### config.mk
export PLATFORM = sky130hd
export DESIGN_NAME = led_row_scanner
export DESIGN_NICKNAME = d
export VERILOG_FILES = /design/src/rtl/led_row_scanner.sv
export SDC_FILE = /design/constraint.sdc
export NUM_CORES = 1
export LEC_CHECK = 0
export ABC_CLOCK_PERIOD_IN_PS = 4700
export CAP_MARGIN = 30
export CORE_MARGIN = 5
export CORE_UTILIZATION = 50
export DETAILED_ROUTE_END_ITERATION = 16
export MAX_ROUTING_LAYER = met4
export PLACE_DENSITY = 0.68
export SYNTH_ARGS = -nofsm -noshare
export SYNTH_HDL_FRONTEND = slang
export SYNTH_SLANG_ARGS = --single-unit
### constraint.sdc
create_clock -name clk -period 4.7 [get_ports clk]
set_input_delay 0.94 -clock clk [delete_from_list [all_inputs] [get_ports clk]]
set_output_delay 0.94 -clock clk [all_outputs]
set_load 0.05 [all_outputs]
### src/rtl/led_row_scanner.sv
`default_nettype none
// ============================================================================
// Module      : led_row_scanner
// Description : Time-multiplexed row scanner for an 8x8 LED matrix.
//               Holds a double-buffered frame (buffers A/B, fsel picks the
//               front one), steps a row index 0..7 once every DIV cycles and
//               drives the matching column pattern after a BLANK-cycle
//               anti-ghosting gap. Back-buffer writes are free-running; a
//               swap request is deferred to the next frame boundary.
// Revision    : 1.0 - initial release
// ----------------------------------------------------------------------------
// Parameters
//   DIV         clock cycles per row slot (must be > BLANK+1)
//   BLANK       cycles at the start of each slot with columns off (>= 1)
// Ports
//   clk         system clock, rising edge
//   rst_n       asynchronous active-low reset
//   wr_en       write strobe into the back buffer
//   wr_row      back-buffer row address
//   wr_data     column pattern for wr_row (bit i = column i lit)
//   swap_req    requests a front/back exchange at the next frame boundary
//   swap_ack    one-cycle pulse when the exchange happens
//   row_sel     row index to the 3-to-8 decoder (bit 3 always 0)
//   col         active-high column drive, 0 during blanking
//   frame_start one-cycle pulse while row 0 begins
// ============================================================================
module led_row_scanner #(
    parameter int DIV   = 6250,
    parameter int BLANK = 16
) (
    input  logic       clk,
    input  logic       rst_n,
    input  logic       wr_en,
    input  logic [2:0] wr_row,
    input  logic [7:0] wr_data,
    input  logic       swap_req,
    output logic       swap_ack,
    output logic [3:0] row_sel,
    output logic [7:0] col,
    output logic       frame_start
);

    localparam int            CW        = (DIV > 1) ? $clog2(DIV) : 1;
    localparam logic [CW-1:0] CNT_LAST  = CW'(DIV - 1);
    localparam logic [CW-1:0] CNT_BLANK = CW'(BLANK);

    typedef enum logic [0:0] {
        S_BLANK = 1'b0,
        S_DRIVE = 1'b1
    } state_t;

    state_t        state;
    state_t        state_nxt;
    logic [CW-1:0] cnt;
    logic [CW-1:0] cnt_nxt;
    logic [2:0]    row;
    logic [2:0]    row_nxt;
    logic          fsel;
    logic          pending;
    logic [7:0]    buf_a [8];
    logic [7:0]    buf_b [8];
    logic [7:0]    front_row;
    logic [7:0]    col_nxt;
    logic          slot_end;
    logic          frame_end;
    logic          swap_now;

    assign slot_end  = (cnt == CNT_LAST);
    assign frame_end = slot_end && (row == 3'd7);
    // A request seen in the boundary cycle itself is honoured immediately.
    assign swap_now  = frame_end && (pending || swap_req);
    assign front_row = fsel ? buf_b[row] : buf_a[row];
    assign row_sel   = {1'b0, row};

    // Next-state / next-output logic
    always_comb begin
        state_nxt = state;
        cnt_nxt   = cnt + 1'b1;
        row_nxt   = row;
        if (slot_end) begin
            cnt_nxt = '0;
            row_nxt = row + 3'd1;
        end
        case (state)
            S_BLANK: if (cnt_nxt >= CNT_BLANK) state_nxt = S_DRIVE;
            S_DRIVE: if (slot_end)             state_nxt = S_BLANK;
            default:                           state_nxt = S_BLANK;
        endcase
        // Row only advances on entry to BLANK, so the current row is the
        // right one whenever the next state is DRIVE.
        col_nxt = (state_nxt == S_DRIVE) ? front_row : 8'h00;
    end

    // Scan timing, outputs and swap control
    always_ff @(posedge clk or negedge rst_n) begin
        if (!rst_n) begin
            state       <= S_BLANK;
            cnt         <= '0;
            row         <= 3'd0;
            col         <= 8'h00;
            frame_start <= 1'b0;
            swap_ack    <= 1'b0;
            fsel        <= 1'b0;
            pending     <= 1'b0;
        end else begin
            state       <= state_nxt;
            cnt         <= cnt_nxt;
            row         <= row_nxt;
            col         <= col_nxt;
            frame_start <= frame_end;
            swap_ack    <= swap_now;
            if (swap_now) begin
                fsel    <= ~fsel;
                pending <= 1'b0;
            end else if (swap_req) begin
                pending <= 1'b1;
            end
        end
    end

    // Back-buffer writes; the back buffer is chosen by fsel before the edge,
    // so a write in the swap cycle lands in the buffer becoming front.
    always_ff @(posedge clk or negedge rst_n) begin
        if (!rst_n) begin
            for (int i = 0; i < 8; i++) begin
                buf_a[i] <= 8'h00;
                buf_b[i] <= 8'h00;
            end
        end else if (wr_en) begin
            if (fsel) buf_a[wr_row] <= wr_data;
            else      buf_b[wr_row] <= wr_data;
        end
    end

endmodule
`default_nettype wire

# After elaboration in Yosys (flattened, before gate mapping)
# Index checks and enable logic that the tools add are counted.
[op_classes]
n_addsub = 2
order_cmp = 4
eq_ne = 2
n_mux = 18
bitwise_logic = 4
reduce_logical = 7
[ops]
columns = ["cell", "count"]
rows = [
  ["$bwmux W64", 2],
  ["$mux W8", 7],
  ["$bmux W8 S3", 2],
  ["$demux W8 S3", 1],
  ["$add A13 B1 Y13 const B", 1],
  ["$eq A13 B13 Y1 const B", 1],
  ["$ge A13 B5 Y1 const B", 1],
  ["$mux W13", 1],
  ["$ge A4 B4 Y1 const B", 2],
  ["$not A3 Y4", 2],
  ["$lt A4 B1 Y1 const B", 1],
  ["$mux W1", 4],
  ["$reduce_and A2 Y1", 2],
  ["$add A3 B1 Y3 const B", 1],
  ["$eq A3 B3 Y1 const B", 1],
  ["$logic_and A1 B1 Y1", 3],
  ["$not A1 Y1", 2],
  ["$pmux W1 S2", 1],
  ["$reduce_bool A2 Y1", 1],
  ["$logic_or A1 B1 Y1", 1],
]
[totals]
reg_bits = 157
input_bits = 15
output_inout_bits = 14
elab_cells = 61

# Depth between registers and ports, before layout
[logic_depth]
word_depth = 6
mapped_depth = 7
ltp_nobuf = 6

# Least setup slack after synthesis
# No wires, ideal clock.
[synth_path]
kind = "register to register"
startpoint = "reg row[0]"
endpoint = "reg col[6]"
setup_time_ps = 140
arrival_ps = 2007
t_required_ps = 4560
slack_ps = 2553
stages_incl_launch_ff = 7
n_path_buf = 3
cell_sequence = "dfrtp_1 > buf_6 > buf_6 > buf_6 > mux4_2 > a221oi_1 > nor3_1"
[synth_via]
elab_chain_cells = 6
word_cells_on_any_way = 9
[synth_rtl]
columns = ["element", "line", "rtl"]
rows = [
  ["start: declaration", "56", "logic [2:0] row;"],
  ["start signal: assignment", "108", "row <= row_nxt;"],
  ["$not A3 Y4 (implied by the code) (*)", "72", "assign front_row = fsel ? buf_b[row] : buf_a[row];"],
  ["$bmux W8 S3", "72", ""],
  ["$mux W8 (implied by the code) (2 in series)", "72", ""],
  ["$mux W8 (*)", "72", ""],
  ["$mux W8 (*)", "91", "col_nxt = (state_nxt == S_DRIVE) ? front_row : 8'h00;"],
  ["net col_nxt[6]", "63", "logic [7:0] col_nxt;"],
  ["end signal: assignment", "109", "col <= col_nxt;"],
  ["end: declaration", "39", "output logic [7:0] col,"],
]
# The timed path passes the listed nets; every way through them passes the cells marked *. The select of a mux whose other input is x is not followed.
# A chain may end at the register's enable or synchronous reset.

# Final worst setup path
[layout_path]
startpoint = "reg row[0]"
endpoint = "out row_sel[0]"
[layout_rtl]
columns = ["element", "line", "rtl"]
rows = [
  ["end: declaration", "38", "output logic [3:0] row_sel,"],
]
# No word-level cell between the ends.

==> impl_metrics.yaml <==
final_layout:
  syn_to_final_growth_pct: 13.4
  drive_gt1_frac: 0.395
  n_antenna_cell: 0
  post-route-util: 0.584
  nNetsFinal: 528
  final_common_cell: "dfrtp_1"
  fill_cells: 1118
  layout.cells.most_common_list: "dfrtp_1 (156), mux2_2 (128), mux4_2 (32)"
worst_setup_path:
  critPathTopFamily: "buffers and inverters"
  cpMaxStageDelayCell: "clkdlybuf4s50_1"
  regToRegSetupSlack_ns: 2.00
  setup.worst_path.start_class: "flop"
  crit_required_ns: 3.76
  crit_path_end_kind: "output pin"
  crit_buf_inv: 1
  crit_fanout: 20
  slowest_delay_ns: 0.94
  path_class: "reg -> out"
  rr_endpoint: "col[7]"
  rr_worst_depth: 5
  crit_arrival_ns: 2.22
  r2r_start: "row[0]"
  crit_path_end: "row_sel[0]"
  cp.depth: 1
  critPathLaunch: "row[0]"
  crit_chain: "clkdlybuf4s50_1"
sta:
  setup_viol: 0
  finalHoldViolCount: 0
  final_max_slew_viol_count: 0
  worst_pin_slew_ns: 0.975
  grt_setup_unrepaired: "no"
  timing.fmax_mhz: 316
  slew_headroom: 0.345
  setup_tns_ns: 0
  holdWs_ns: 0.478
  period_needed_ns: 3.16
  final.setup_skew_ns: 0.00738
  post-route-period-util: 0.673
  fin_ws_ns: 1.54
clock_network:
  clock_latency_ns: 0.42
  root_buffer: "clkbuf_16"
  cts_resized: 0
  cts_buffer_depth: 2
  numCtsBuffers: 17
  postCtsSetupBuffers: 0
  cts.sinks: 157
  path_clk_slew_ns: 0.06
  htreeDepth: 4
  cts_tree: "yes"
  hold_buffers: 0
routing:
  routedWlPerCell_um: 21.3
  drt_iter0_markers: 265
  drc_errors: 0
  ant_nets: 0
  drtPass1Iterations: 5
  wirelength_um: 14900
  vias: 4136
  viasPerCell: 5.92
run:
  drv_cap: 0
power:
  leakagePower_nw: 3.59
  p_per_area_mw_per_mm2: 383
  peakVddDrop_mv: 0.294
placement:
  pre_cts_ws_ns: 1.62
  place_hpwl_um: 9710
  gp_congestion: 0.804
  numPortBuffers: 27
global_routing:
  grtUsageTotal: 0.199
  grt_pass1_vias: 4451
  grt_pass1_wl_um: 24700
  grt-ovfl-total: 0
  antenna_found_initial: 0
  grt_max_degree: 112
floorplan:
  dieWidth_um: 130
  start_util: 0.515
  core_mm2: 0.0140
  io_pins: 29
  fp-row-count: 43
  die_area_mm2: 0.0169
  die_h_um: 130
logic_synthesis:
  synthArstFlopShare: 1.00
  yosysUniqueCellTypes: 43
  syn_area_mm2: 0.00721
  synth_ff_type: "dfrtp_1"
  synth_edf_count: 0
  seq_area_frac_synth: 0.545
  postSynthCellCount: 492
  synth_top_area_share: 0.545
  synth_top_area_cell: "dfrtp_1"
  synth.top_cells.by_area: "dfrtp_1 (55%), mux2_2 (20%), mux4_2 (10%)"
  ys_ff_latch: 157
  avgSynthCellArea_um2: 14.6
  yosysWarnings: 0
  syn_nets: 512
hold_path:
  min_path_type: "in -> async"
status:
  status: "finished clean"
-- Yosys cell counts (2+ instances only) --
| library cell | number |
|---|---|
| mux2_1 | 3 |
| a22o_1 | 8 |
| nand3_1 | 6 |
| nor2_1 | 30 |
| inv_1 | 4 |
| mux4_2 | 32 |
| nor3_1 | 9 |
| buf_2 | 12 |
| nor2b_1 | 3 |
| nor3b_1 | 2 |
| nand2_1 | 6 |
| buf_6 | 3 |
| ha_1 | 5 |
| or2_2 | 2 |
| or3_1 | 3 |
| xor2_1 | 7 |
| mux2_2 | 128 |
| dfrtp_1 | 157 |
| nand4_1 | 5 |
| a221oi_1 | 8 |
| nand2b_1 | 6 |
| clkbuf_1 | 13 |
| buf_1 | 3 |
| nand3b_1 | 4 |
| nor4_1 | 5 |
| xnor2_1 | 7 |
| and2_1 | 2 |
| clkbuf_2 | 2 |
| buf_4 | 3 |
-- how the worst min path moves through the flow --
| stage | startpoint | end | slack, ns | depth (start not counted) |
|---|---|---|---|---|
| finish | rst_n | buf_b[59] | 0.48 | 1 |
| global route | buf_b[25] | buf_b[25] | 0.51 | 1 |
| global placement | pending | pending | 0.46 | 2 |
| floorplan | pending | pending | 0.44 | 2 |
| CTS | pending | pending | 0.49 | 2 |
| detailed placement | pending | pending | 0.48 | 2 |
-- kinds of logic after synthesis --
kind of cell,synth area share
buffers and inverters,0.0280
multiplexers,0.305
XOR/XNOR,0.0170
AO/OA/AOI/OAI,0.0267
other,0.000520
flip-flops,0.545
adder cells (fa/ha/maj),0.00868
AND/OR/NAND/NOR,0.0693
-- worst reg2reg max path, cell delays in order, from the launching register on --
cell,delay (ns)
dfrtp_2,0.86
buf_4,0.46
mux4_2,0.56
a22o_1,0.26
a221oi_1,0.33
nor3_1,0.09
-- power by group --
group	switching, W	internal (W)	total, W
sequential	0.0000601	0.00147	0.00153
combinational	0.0000963	0.000145	0.000241
clock	0.000536	0.000821	0.00136
total	0.000693	0.00244	0.00313
-- per-stage QoR --
step | instances | area (µm²) | total power (W)
6_report | 699 | 8170 | 0.00313
3_3_place_gp | 668 | 7560 | 0.00178
4_1_cts | 698 | 8140 | 0.00315
2_1_floorplan | 492 | 7210 | 0.00170
5_1_grt | 699 | 8170 | 0.00325
3_5_place_dp | 668 | 7560 | 0.00180
-- final cells by class --
type | instances | area (µm²) | share of cell area
flip-flops and latches | 157 | 3930 | 0.481
clock inverters | 9 | 111 | 0.0136
repair buffers | 33 | 337 | 0.0412
clock buffers | 21 | 470 | 0.0576
well taps | 180 | 225 | 0.0276
multi-input cells | 295 | 3080 | 0.377
inverters | 4 | 15.0 | 0.00184
-- state kept, by name, summed over array words and instances (netlist names) --
signal and cells:
buf_a 64, buf_b 64, cnt 13, col 8, row 3, frame_start 1, fsel 1, pending 1
state 1, swap_ack 1
-- routing by layer --
layer | up-vias | track usage | share of wire
met2 | 78 | 0.317 | 0.51
met4 | 0 | 0.0568 | 0.012
met1 | 2196 | 0.259 | 0.45
li1 | 1845 | - | -
met5 | - | - | 0
met3 | 17 | 0.0438 | 0.033
(Power assumes the default switching activity.)
